`src/rtl/jump_index_encoder.sv`:
```
`timescale 1ns/1ps
// jump_index_encoder
// Turns a jump target byte address into the 26-bit J/JAL instr_index field.
// It flags word misalignment and 256 MB region mismatch against pc_plus4.
// Results are buffered in a 2-entry FIFO with registered outputs.
//
// Handshake: a transfer happens on a rising edge where valid and ready are
// both 1. in_ready comes from the registered fill state only, and out_* come
// from the registered head entry. Neither side has a combinational path to
// the other. Once out_valid is high, the head fields hold until it is popped.
module jump_index_encoder #(
  parameter int CNT_W = 16
) (
  input  logic             clk,
  input  logic             rst_n,
  input  logic             in_valid,
  output logic             in_ready,
  input  logic [31:0]      target_addr,
  input  logic [31:0]      pc_plus4,
  output logic             out_valid,
  input  logic             out_ready,
  output logic [25:0]      instr_index,
  output logic             err_misaligned,
  output logic             err_region,
  input  logic             clr_counts,
  output logic [CNT_W-1:0] enc_count,
  output logic [CNT_W-1:0] err_count
);

  // Fill level of the FIFO. It is also readable by name as fifo_state.
  typedef enum logic [1:0] {
    EMPTY = 2'd0,
    ONE   = 2'd1,
    FULL  = 2'd2
  } fifo_state_t;

  fifo_state_t fifo_state, fifo_state_nxt;

  // Entry layout: {index[25:0], misaligned, region}
  logic [27:0] head_q, head_d;
  logic [27:0] tail_q, tail_d;
  logic [27:0] new_entry;
  logic        push, pop;
  logic        new_err;

  logic [CNT_W-1:0] enc_q, err_q;

  // Only the region nibble of pc_plus4 matters.
  logic unused_pc_bits;
  assign unused_pc_bits = ^pc_plus4[27:0];

  assign in_ready  = (fifo_state != FULL);
  assign out_valid = (fifo_state != EMPTY);
  assign push      = in_valid & in_ready;
  assign pop       = out_valid & out_ready;

  assign new_entry = {target_addr[27:2],
                      (target_addr[1:0] != 2'b00),
                      (target_addr[31:28] != pc_plus4[31:28])};
  assign new_err   = new_entry[1] | new_entry[0];

  assign instr_index    = head_q[27:2];
  assign err_misaligned = head_q[1];
  assign err_region     = head_q[0];
  assign enc_count      = enc_q;
  assign err_count      = err_q;

  // FIFO state and storage registers
  always_ff @(posedge clk or negedge rst_n) begin
    if (!rst_n) begin
      fifo_state <= EMPTY;
      head_q     <= '0;
      tail_q     <= '0;
    end else begin
      fifo_state <= fifo_state_nxt;
      head_q     <= head_d;
      tail_q     <= tail_d;
    end
  end

  // Next fill level and where an incoming entry lands
  always_comb begin
    fifo_state_nxt = fifo_state;
    head_d         = head_q;
    tail_d         = tail_q;
    case (fifo_state)
      EMPTY: begin
        if (push) begin
          head_d         = new_entry;
          fifo_state_nxt = ONE;
        end
      end
      ONE: begin
        if (push && pop) begin
          // The head leaves and the new entry replaces it directly.
          head_d = new_entry;
        end else if (push) begin
          tail_d         = new_entry;
          fifo_state_nxt = FULL;
        end else if (pop) begin
          fifo_state_nxt = EMPTY;
        end
      end
      FULL: begin
        // in_ready is low, so only a pop can happen here.
        if (pop) begin
          head_d         = tail_q;
          fifo_state_nxt = ONE;
        end
      end
      default: begin
        fifo_state_nxt = EMPTY;
      end
    endcase
  end

  // Saturating statistics counters; a clear wins over an increment
  always_ff @(posedge clk or negedge rst_n) begin
    if (!rst_n) begin
      enc_q <= '0;
      err_q <= '0;
    end else if (clr_counts) begin
      enc_q <= '0;
      err_q <= '0;
    end else if (push) begin
      if (!(&enc_q)) enc_q <= enc_q + CNT_W'(1);
      if (new_err && !(&err_q)) err_q <= err_q + CNT_W'(1);
    end
  end

endmodule

```
`config.mk`:
```
export PLATFORM = sky130hd
export DESIGN_NAME = jump_index_encoder
export DESIGN_NICKNAME = d
export VERILOG_FILES = /design/src/rtl/jump_index_encoder.sv
export SDC_FILE = /design/constraint.sdc
export NUM_CORES = 1
export LEC_CHECK = 0
export BUFFER_PORTS_ARGS = -buffer_cell sky130_fd_sc_hd__buf_2
export CORE_MARGIN = 3
export CORE_UTILIZATION = 46
export CTS_CLUSTER_SIZE = 16
export DETAILED_ROUTE_END_ITERATION = 7
export PLACE_DENSITY = 0.76
export SYNTH_ARGS = -nofsm -noshare
export SYNTH_HDL_FRONTEND = slang
export SYNTH_SLANG_ARGS = --single-unit
```
`constraint.sdc`:
```
create_clock -name clk -period 1.8 [get_ports clk]
set_input_delay 0.09 -clock clk [delete_from_list [all_inputs] [get_ports clk]]
set_output_delay 0.09 -clock clk [all_outputs]
set_load 0.1 [all_outputs]
```
==> flow_summary.toml, run 1 <==
[run_status]
status = "complete, but fails checks"
violations = "setup timing"

[die]
io_pins = 131
coreArea_um2 = 8760
die-width_um = 101
start_util_pct = 47.6
dieArea_um2 = 10200
die_y_um = 101
placementRows = 34

[route]
firstDrtPassIters = 4
vias_per_cell = 5.36
postRouteAntennaNets = 0
drt_drc_violations_left = 0
wl_um = 10300
routedWlPerCell_um = 15.1
drt_iter0_markers = 110
num_vias = 3658

[grt]
grt_overflow = 0
grt_first_pass_wirelength_um = 16900
grt_max_degree = 53
antenna_found_initial = 0
grt_use_total_pct = 20.3
first_global_vias = 3661

[worst_setup_path]
cp.arrival_ns = 2.11
r2r-start = "err_count[0]"
ff2ff_setup_slack_ns = -0.04
critPathBufInv = 1
cp_slowest_cell = "dfrtp_4"
critPathMaxStageDelay_ns = 0.50
crit_required_ns = 2.08
path_cells = "ha_4 > nand4_1 > nor4_2 > a211o_1 > buf_6 > or4_4 > a21oi_2"
critPathMaxFanout = 15
path_class = "reg2reg"
r2r-end = "err_count[6]"
cp-start-kind = "register"
reg2regPathDepth = 7
cpLargestDelayFamily = "simple AND/OR/NAND/NOR gates"
end_kind = "register"

[sta]
layout_worst_path_cycle_share_pct = 102
finalWorstSetupSlack_ns = -0.0377
fin_skew_ns = 0.0161
finalSetupViolCount = 9
worst_slew_pin_slew_ns = 0.639
drv_slew = 0
hold_violations = 0
grt_setup_unrepaired = "yes"
relSlewSlack_pct = 57.0
finalCriticalPeriod_ns = 1.84
max_freq_mhz = 544
setup_tns_ns = -0.118

[power_and_ir_drop]
p_sw_uw = 3170
switching_share_pct = 46.4
clkPwrFrac_pct = 18.5
internal-power_uw = 3670
ir_drop_uv = 793
p_leak_uw = 0.00244
p_comb_share_pct = 41.2
seqPwrFrac_pct = 40.3
p_per_area_nw_per_um2 = 1200

[final_layout]
final_layout_size_suffix_gt1_share_pct = 40.8
fill_cells = 678
finalNetCount = 641
multi_input_area_um2 = 1950
regArea_um2 = 2330
synthToLayoutAreaGrowth_pct = 37.1
antenna_cells = 0
fin_util_pct = 65.3

[place]
place_congestion = 0.797
dp.final_hpwl_um = 6810
portBuffers = 102

[synthesis]
syn_nets = 492
syn-cell-area_um2 = 4170
seq_area_frac_synth_pct = 54.0
synth-warning-count = 0
synthCells = 421
synth.distinct_cells = 41
ys_ff_latch = 90
syn_area_per_cell_um2 = 9.91

[clocking]
cts.htree.levels = 3
numCtsBuffers = 9
tritoncts = "yes"
cts_buffer_depth = 2
clk_latency_ns = 0.34
cts_root_buffer = "clkbuf_8"
cts.sinks = 90
clk_pin_slew_worst_paths_ns = 0.10

[hold_path]
hold_path_end = "tail_q[1]"
hp-class = "in2reg"
holdPathStages = 3
min_from = "target_addr[0]"

[run]
maxCapViolCount = 0
cell families (layout without fill, tap and decap cells):
family | Yosys count | in the layout | share of synthesized area (%)
AND/OR/NAND/NOR | 179 | 179 | 20.0
flip-flops | 90 | 90 | 54.0
adder cells (fa/ha/maj) | 2 | 2 | 0.600
buffers and inverters | 30 | 183 | 3.30
XOR/XNOR | 19 | 19 | 3.99
AO/OA/AOI/OAI | 72 | 72 | 10.3
multiplexers | 29 | 29 | 7.77
state kept, by name, summed over array words and instances, names as in the netlist:
name,flops
fifo_state,2
tail_q,28
err_count,16
head_q,28
enc_count,16
cells in the mapped netlist:
| cell | instances | area [µm²] |
|---|---|---|
| a2111oi_0 | 2 | 17.5 |
| a211o_1 | 1 | 8.76 |
| a211oi_1 | 1 | 7.51 |
| a21oi_1 | 21 | 105 |
| a311oi_1 | 1 | 8.76 |
| a31oi_1 | 28 | 175 |
| and2_1 | 2 | 12.5 |
| and3_1 | 2 | 12.5 |
| and4_1 | 4 | 35.0 |
| buf_1 | 4 | 15.0 |
| buf_2 | 4 | 20.0 |
| buf_6 | 1 | 11.3 |
| clkbuf_1 | 15 | 56.3 |
| clkinv_8 | 1 | 16.3 |
| dfrtp_1 | 90 | 2250 |
| ha_1 | 2 | 25.0 |
| inv_1 | 5 | 18.8 |
| mux2_2 | 27 | 304 |
| mux2i_1 | 2 | 20.0 |
| nand2_1 | 66 | 248 |
| nand2_2 | 1 | 6.26 |
| nand2b_1 | 2 | 12.5 |
| nand3_1 | 7 | 35.0 |
| nand3b_1 | 1 | 7.51 |
| nand4_1 | 10 | 62.6 |
| nor2_1 | 55 | 206 |
| nor2b_1 | 1 | 6.26 |
| nor2b_4 | 1 | 13.8 |
| nor3_1 | 5 | 25.0 |
| nor3b_1 | 1 | 7.51 |
| nor4_1 | 5 | 31.3 |
| nor4b_1 | 2 | 17.5 |
| o21ai_0 | 10 | 50.1 |
| o21bai_1 | 1 | 7.51 |
| o22ai_1 | 1 | 6.26 |
| o31ai_1 | 6 | 45.0 |
| or2_2 | 1 | 6.26 |
| or3_1 | 7 | 43.8 |
| or4_1 | 6 | 45.0 |
| xnor2_1 | 14 | 123 |
| xor2_1 | 5 | 43.8 |
how the worst max path moves through the flow:
stage	from	end	slack (ns)	cells past startpoint
CTS	err_count[0]	err_count[6]	-0.03	7
floorplan	err_count[1]	err_count[14]	-0.26	7
global route	err_count[0]	err_count[8]	-0.11	7
detailed placement	err_count[1]	err_count[14]	-0.13	7
finish	err_count[0]	err_count[6]	-0.04	7
global placement	err_count[1]	err_count[14]	-0.11	7
cells in the final DEF, fill, tap and decap left out, types with 3 or more instances in the layout:
master	instances
buf_4	27
o31ai_1	5
buf_12	4
a21oi_2	3
clkbuf_8	9
nand3_1	5
nor2_1	53
nor4_1	3
and4_1	3
nor3_1	4
o21ai_0	9
dfrtp_2	17
a31oi_1	28
or3_1	7
buf_2	101
dfrtp_1	58
or4_1	5
dlygate4sd3_1	28
dfrtp_4	15
nand4_1	10
mux2_2	26
inv_1	5
xnor2_1	14
nand2_1	66
clkinvlp_4	3
a21oi_1	18
xor2_1	5
worst register-to-register path, stage by stage (launching register included):
cell and delay [ns]:
dfrtp_4 0.50, ha_4 0.17, nand4_1 0.08, nor4_2 0.05, a211o_1 0.29, buf_6 0.17, or4_4 0.42, a21oi_2 0.12
metal layers:
layer  track usage [%]  share of wire [%]  wire [µm]
met4              6.85                1.5        155
met3              3.17                4.5        460
met1              26.4                 43       4440
met2              34.8                 51       5230
met5                 0                  0          0
power by group through the flow:
| stage | Sequential (µW) | Combinational (µW) | Clock (µW) |
|---|---|---|---|
| after floorplan | 4250 | 736 | 0 |
| after global placement | 2760 | 2720 | 0 |
| after detailed placement | 2800 | 2760 | 0 |
| after CTS | 2750 | 2820 | 1290 |
| after global routing | 2820 | 2970 | 1390 |
| final | 2760 | 2820 | 1260 |
final cells by class:
cell class | count | share of cell area (%)
inverters | 6 | 0.613
flip-flops and latches | 90 | 40.7
repair buffers | 162 | 19.1
clock inverters | 6 | 0.897
well taps | 108 | 2.36
multi-input cells | 301 | 34.1
clock buffers | 9 | 2.17
per-stage QoR:
stage | hold slack (ns) | cell area, µm² | std cells | power (µW) | worst slack, ns
floorplan | -0.206 | 4380 | 421 | 4990 | -0.258
global placement | 0.0360 | 5180 | 635 | 5480 | -0.114
detailed placement | 0.0383 | 5180 | 635 | 5560 | -0.132
CTS | 0.0729 | 5680 | 681 | 6870 | -0.0256
global route | 0.0872 | 5720 | 682 | 7170 | -0.112
finish | 0.0763 | 5720 | 682 | 6840 | -0.0377
what timing repair did:
item	4_1_cts	5_1_grt
endpoints found under the hold margin	73	0
buffers inserted	2	1
hold buffers	28	0
endpoints found under the setup margin	14	16
pin swaps	6	1
cloned	1	0
resized for setup	6	6
No activity file was read; power rests on OpenSTA's default activity.
==> run 2: changes to the inputs <==
--- a/config.mk
+++ b/config.mk
@@ -10,7 +10,8 @@
 export CORE_UTILIZATION = 46
 export CTS_CLUSTER_SIZE = 16
 export DETAILED_ROUTE_END_ITERATION = 7
-export PLACE_DENSITY = 0.76
+export PLACE_DENSITY = 0.74
+export SETUP_SLACK_MARGIN = 0.15
 export SYNTH_ARGS = -nofsm -noshare
 export SYNTH_HDL_FRONTEND = slang
 export SYNTH_SLANG_ARGS = --single-unit
==> flow_summary.toml, run 2 (synthesis gave the netlist of run 1 again) <==
[run_status]
status = "complete, but fails checks"
violations = "setup timing"

[power_and_ir_drop]
p_leak_uw = 0.00270
switching_share_pct = 43.1
p_comb_share_pct = 40.7
internal-power_uw = 4260
ir_drop_uv = 1050
p_per_area_nw_per_um2 = 1190
clkPwrFrac_pct = 22.5
p_sw_uw = 3220
seqPwrFrac_pct = 36.9

[die]
placementRows = 34
dieArea_um2 = 10200
die_y_um = 101
coreArea_um2 = 8760
start_util_pct = 47.6
io_pins = 131
die-width_um = 101

[sta]
fin_skew_ns = 0.00961
setup_tns_ns = -0.899
finalSetupViolCount = 15
finalCriticalPeriod_ns = 1.92
drv_slew = 0
worst_slew_pin_slew_ns = 0.511
layout_worst_path_cycle_share_pct = 107
finalWorstSetupSlack_ns = -0.123
hold_violations = 0
relSlewSlack_pct = 66.2
grt_setup_unrepaired = "yes"
max_freq_mhz = 520

[clocking]
numCtsBuffers = 9
tritoncts = "yes"
cts.sinks = 90
clk_latency_ns = 0.35
clk_pin_slew_worst_paths_ns = 0.09
cts_buffer_depth = 2
cts.htree.levels = 3
cts_root_buffer = "clkbuf_8"

[route]
wl_um = 11700
num_vias = 3914
vias_per_cell = 5.49
drt_iter0_markers = 144
routedWlPerCell_um = 16.4
postRouteAntennaNets = 0
firstDrtPassIters = 4
drt_drc_violations_left = 0

[final_layout]
fin_util_pct = 71.6
final_cell_mix = "buf_2 (101), nand2_1 (65), dfrtp_1 (58), nor2_1 (52), buf_4 (49)"
antenna_cells = 0
finalNetCount = 671
mostFrequentLayoutCell = "buf_2"
reg_top3 = "head_q (28), tail_q (28)"
final_layout_size_suffix_gt1_share_pct = 46.3
synthToLayoutAreaGrowth_pct = 50.4

[hold_path]
hold_path_end = "tail_q[1]"
hp-class = "in2reg"
min_from = "target_addr[0]"
holdPathStages = 3

[place]
portBuffers = 102
place_congestion = 0.793
dp.final_hpwl_um = 7170

[worst_setup_path]
critPathMaxFanout = 8
r2r-end = "err_count[12]"
path_class = "reg2reg"
cp.arrival_ns = 2.20
ff2ff_setup_slack_ns = -0.12
cp-start-kind = "register"
end_kind = "register"
reg2regPathDepth = 7
crit_required_ns = 2.07
r2r-start = "err_count[1]"

[run]
maxCapViolCount = 0

[grt]
grt_max_degree = 56
first_global_vias = 3857
grt_use_total_pct = 21.9
grt_first_pass_wirelength_um = 17900
grt_overflow = 0
antenna_found_initial = 0
==> run 2: critical path, cell delays in order (launching register included) <==
cell	delay (ns)
dfrtp_4	0.50
ha_4	0.17
nand4_1	0.09
nor4_2	0.05
a211o_2	0.35
buf_6	0.16
or4_1	0.40
a21oi_1	0.13
==> run 2: through the flow <==
stage / hold WS [ns] / std cells / instance area (µm²) / worst slack [ns] / power [µW]
after floorplan: -0.206 / 421 / 4500 / -0.258 / 4990
after global placement: -0.0164 / 644 / 5350 / -0.112 / 5520
after detailed placement: -0.0138 / 644 / 5350 / -0.141 / 5610
after CTS: 0.0693 / 695 / 6000 / -0.0944 / 7360
after global routing: 0.115 / 713 / 6270 / -0.186 / 7800
final: 0.0738 / 713 / 6270 / -0.123 / 7480
==> run 2: timing repair <==
action	in CTS	in global routing
endpoints found under the setup margin	18	68
gates cloned	0	5
setup buffers	7	13
resized for setup	17	16
endpoints found under the hold margin	138	0
hold buffers	28	0
pin swaps	8	10
==> run 2: routing by layer <==
layer | wire, µm | track usage (%)
met2 | 6060 | 39.1
met3 | 680 | 4.68
met1 | 4720 | 25.9
met5 | 0 | 0
met4 | 206 | 7.57
==> run 2: power by group through the flow <==
stage | registers (µW) | logic (µW) | clock network [µW]
6_report | 2760 | 3040 | 1680
5_1_grt | 2810 | 3190 | 1790
4_1_cts | 2750 | 2900 | 1710
3_5_place_dp | 2790 | 2820 | 0
3_3_place_gp | 2760 | 2760 | 0
2_1_floorplan | 4250 | 738 | 0
==> run 2: worst max-delay path by stage <==
stage | from | to | slack [ns] | cells past startpoint
after floorplan | err_count[1] | err_count[14] | -0.26 | 7
after global placement | err_count[1] | err_count[8] | -0.11 | 7
after detailed placement | err_count[1] | err_count[8] | -0.14 | 7
after CTS | err_count[1] | err_count[8] | -0.09 | 7
after global routing | err_count[1] | err_count[8] | -0.19 | 7
final | err_count[1] | err_count[12] | -0.12 | 7
==> run 2: final cells by class <==
class / count / area [µm²]
sequential: 90 / 2340
timing repair buffer: 192 / 1430
inverter: 6 / 35.0
fill: 628 / 2490
tap: 108 / 135
clock buffer: 12 / 145
clock inverter: 4 / 98.8
multi-input combinational: 301 / 2090
==> run 3: changes to the inputs <==
--- a/config.mk
+++ b/config.mk
@@ -7,10 +7,10 @@
 export LEC_CHECK = 0
 export BUFFER_PORTS_ARGS = -buffer_cell sky130_fd_sc_hd__buf_2
 export CORE_MARGIN = 3
-export CORE_UTILIZATION = 46
+export CORE_UTILIZATION = 51
 export CTS_CLUSTER_SIZE = 16
 export DETAILED_ROUTE_END_ITERATION = 7
-export PLACE_DENSITY = 0.74
+export PLACE_DENSITY = 0.78
 export SETUP_SLACK_MARGIN = 0.15
 export SYNTH_ARGS = -nofsm -noshare
 export SYNTH_HDL_FRONTEND = slang
==> constraint.sdc (replaced) <==
create_clock -name clk -period 2.1 [get_ports clk]
set_input_delay 0.105 -clock clk [delete_from_list [all_inputs] [get_ports clk]]
set_output_delay 0.105 -clock clk [all_outputs]
set_load 0.1 [all_outputs]
==> flow_summary.toml, run 3 (synthesis gave the netlist of run 1 again) <==
[final_layout]
fill_cells = 618
synthToLayoutAreaGrowth_pct = 31.9
final_layout_size_suffix_gt1_share_pct = 37.6
reg_top3 = "head_q (28), tail_q (28)"
antenna_cells = 0
final_cells = 661
final_cell_mix = "buf_2 (101), nand2_1 (66), dfrtp_1 (59), nor2_1 (54)"
finalNetCount = 626
mostFrequentLayoutCell = "buf_2"

[route]
vias_per_cell = 5.49
num_vias = 3630
drt_iter0_markers = 192
postRouteAntennaNets = 0
routedWlPerCell_um = 15.4
wl_um = 10200
firstDrtPassIters = 4
drt_drc_violations_left = 0

[grt]
grt_use_total_pct = 21.8
grt_overflow = 0
antenna_found_initial = 0
first_global_vias = 3500
grt_first_pass_wirelength_um = 16000
grt_max_degree = 53

[worst_setup_path]
cp.arrival_ns = 2.21
reg2regPathDepth = 7
path_class = "reg2reg"
crit_required_ns = 2.32
ff2ff_setup_slack_ns = 0.11
r2r-start = "err_count[11]"
critPathMaxFanout = 7
r2r-end = "err_count[12]"
end_kind = "register"
cp-start-kind = "register"

[die]
placementRows = 32
start_util_pct = 53.2
coreArea_um2 = 7850
die_y_um = 96.4
io_pins = 131
die-width_um = 96.4
dieArea_um2 = 9300

[place]
dp.final_hpwl_um = 6470
dp_cells = 611
portBuffers = 102
place_congestion = 0.816

[hold_path]
min_from = "target_addr[0]"
hold_path_end = "tail_q[1]"
holdPathStages = 3
hp-class = "in2reg"

[sta]
finalCriticalPeriod_ns = 1.99
worst_slew_pin_slew_ns = 0.631
max_freq_mhz = 502
drv_slew = 0
layout_worst_path_cycle_share_pct = 94.9
setup_tns_ns = 0
relSlewSlack_pct = 58.0
grt_setup_unrepaired = "yes"
fin_skew_ns = 0.0158
finalSetupViolCount = 0
hold_violations = 0

[clocking]
tritoncts = "yes"
clk_pin_slew_worst_paths_ns = 0.09
cts.htree.levels = 3
clk_latency_ns = 0.37
cts_root_buffer = "clkbuf_8"
cts_buffer_depth = 2
numCtsBuffers = 9
cts.sinks = 90

[power_and_ir_drop]
ir_drop_uv = 878
p_leak_uw = 0.00236
power.total_uw = 5870
p_per_area_nw_per_um2 = 1070

[run]
maxCapViolCount = 0

[run_status]
status = "complete, no violations"
[run 3: cell types whose count changed in the layout (fill, tap and decap cells not counted), sizes merged]
cell	before	now
clkinvlp	0	3
buf	160	118
clkbuf	16	10
inv	5	7
bufinv	3	0
[run 3: metal layers]
layer	track usage (%)	up-vias	part of all wire [%]
met4	10.2	0	2.4
met3	3.33	22	3.6
li1	-	1739	-
met5	0	-	0
met2	36.7	93	52
met1	27.8	1776	42
[run 3: per-stage QoR]
stage                     cell area, µm²  setup slack [ns]  hold slack [ns]  utilization (%)
after floorplan                     4290            0.0248           -0.191                -
after global placement              4930             0.144            0.128             62.8
after detailed placement            4930            0.0917            0.133             62.8
after CTS                           5400             0.136           0.0787             68.8
after global routing                5500            0.0545            0.110             70.1
final                               5500             0.108           0.0787             70.1
[run 3: worst max-delay path, stage by stage (launching register included)]
cell     delay, ns
dfrtp_4       0.51
nand4_1       0.22
nor4_1        0.11
a211o_2       0.35
buf_6         0.16
buf_4         0.14
o31ai_1       0.26
a21oi_1       0.11
[run 3: layout make-up]
cell class / instances / area [µm²] / share of cell area [%]
well taps: 102 / 128 / 2.32
repair buffers: 147 / 966 / 17.6
inverters: 6 / 35.0 / 0.637
clock buffers: 9 / 124 / 2.25
clock inverters: 6 / 51.3 / 0.932
multi-input cells: 301 / 1890 / 34.3
flip-flops and latches: 90 / 2310 / 42.0
[run 3: where the power goes]
group          leakage, µW  switching, µW  internal, µW
Clock            0.0000798            651           438
Combinational      0.00123           1850           561
Sequential         0.00105            224          2140
Total              0.00236           2730          3140
[run 3: worst max path at each step]
stage | slack (ns) | startpoint | depth (start not counted) | to
floorplan | 0.02 | err_count[1] | 7 | err_count[14]
global placement | 0.14 | err_count[0] | 7 | err_count[13]
detailed placement | 0.09 | err_count[0] | 7 | err_count[12]
CTS | 0.14 | err_count[0] | 7 | err_count[6]
global route | 0.05 | err_count[0] | 7 | err_count[6]
finish | 0.11 | err_count[11] | 7 | err_count[12]
[run 3: repair_timing]
item,CTS,global route
gates cloned,0,1
buffers inserted,1,5
hold buffers,28,0
pin swaps,1,2
resized for setup,2,12
hold endpoints to repair,86,0
setup endpoints to repair,9,16
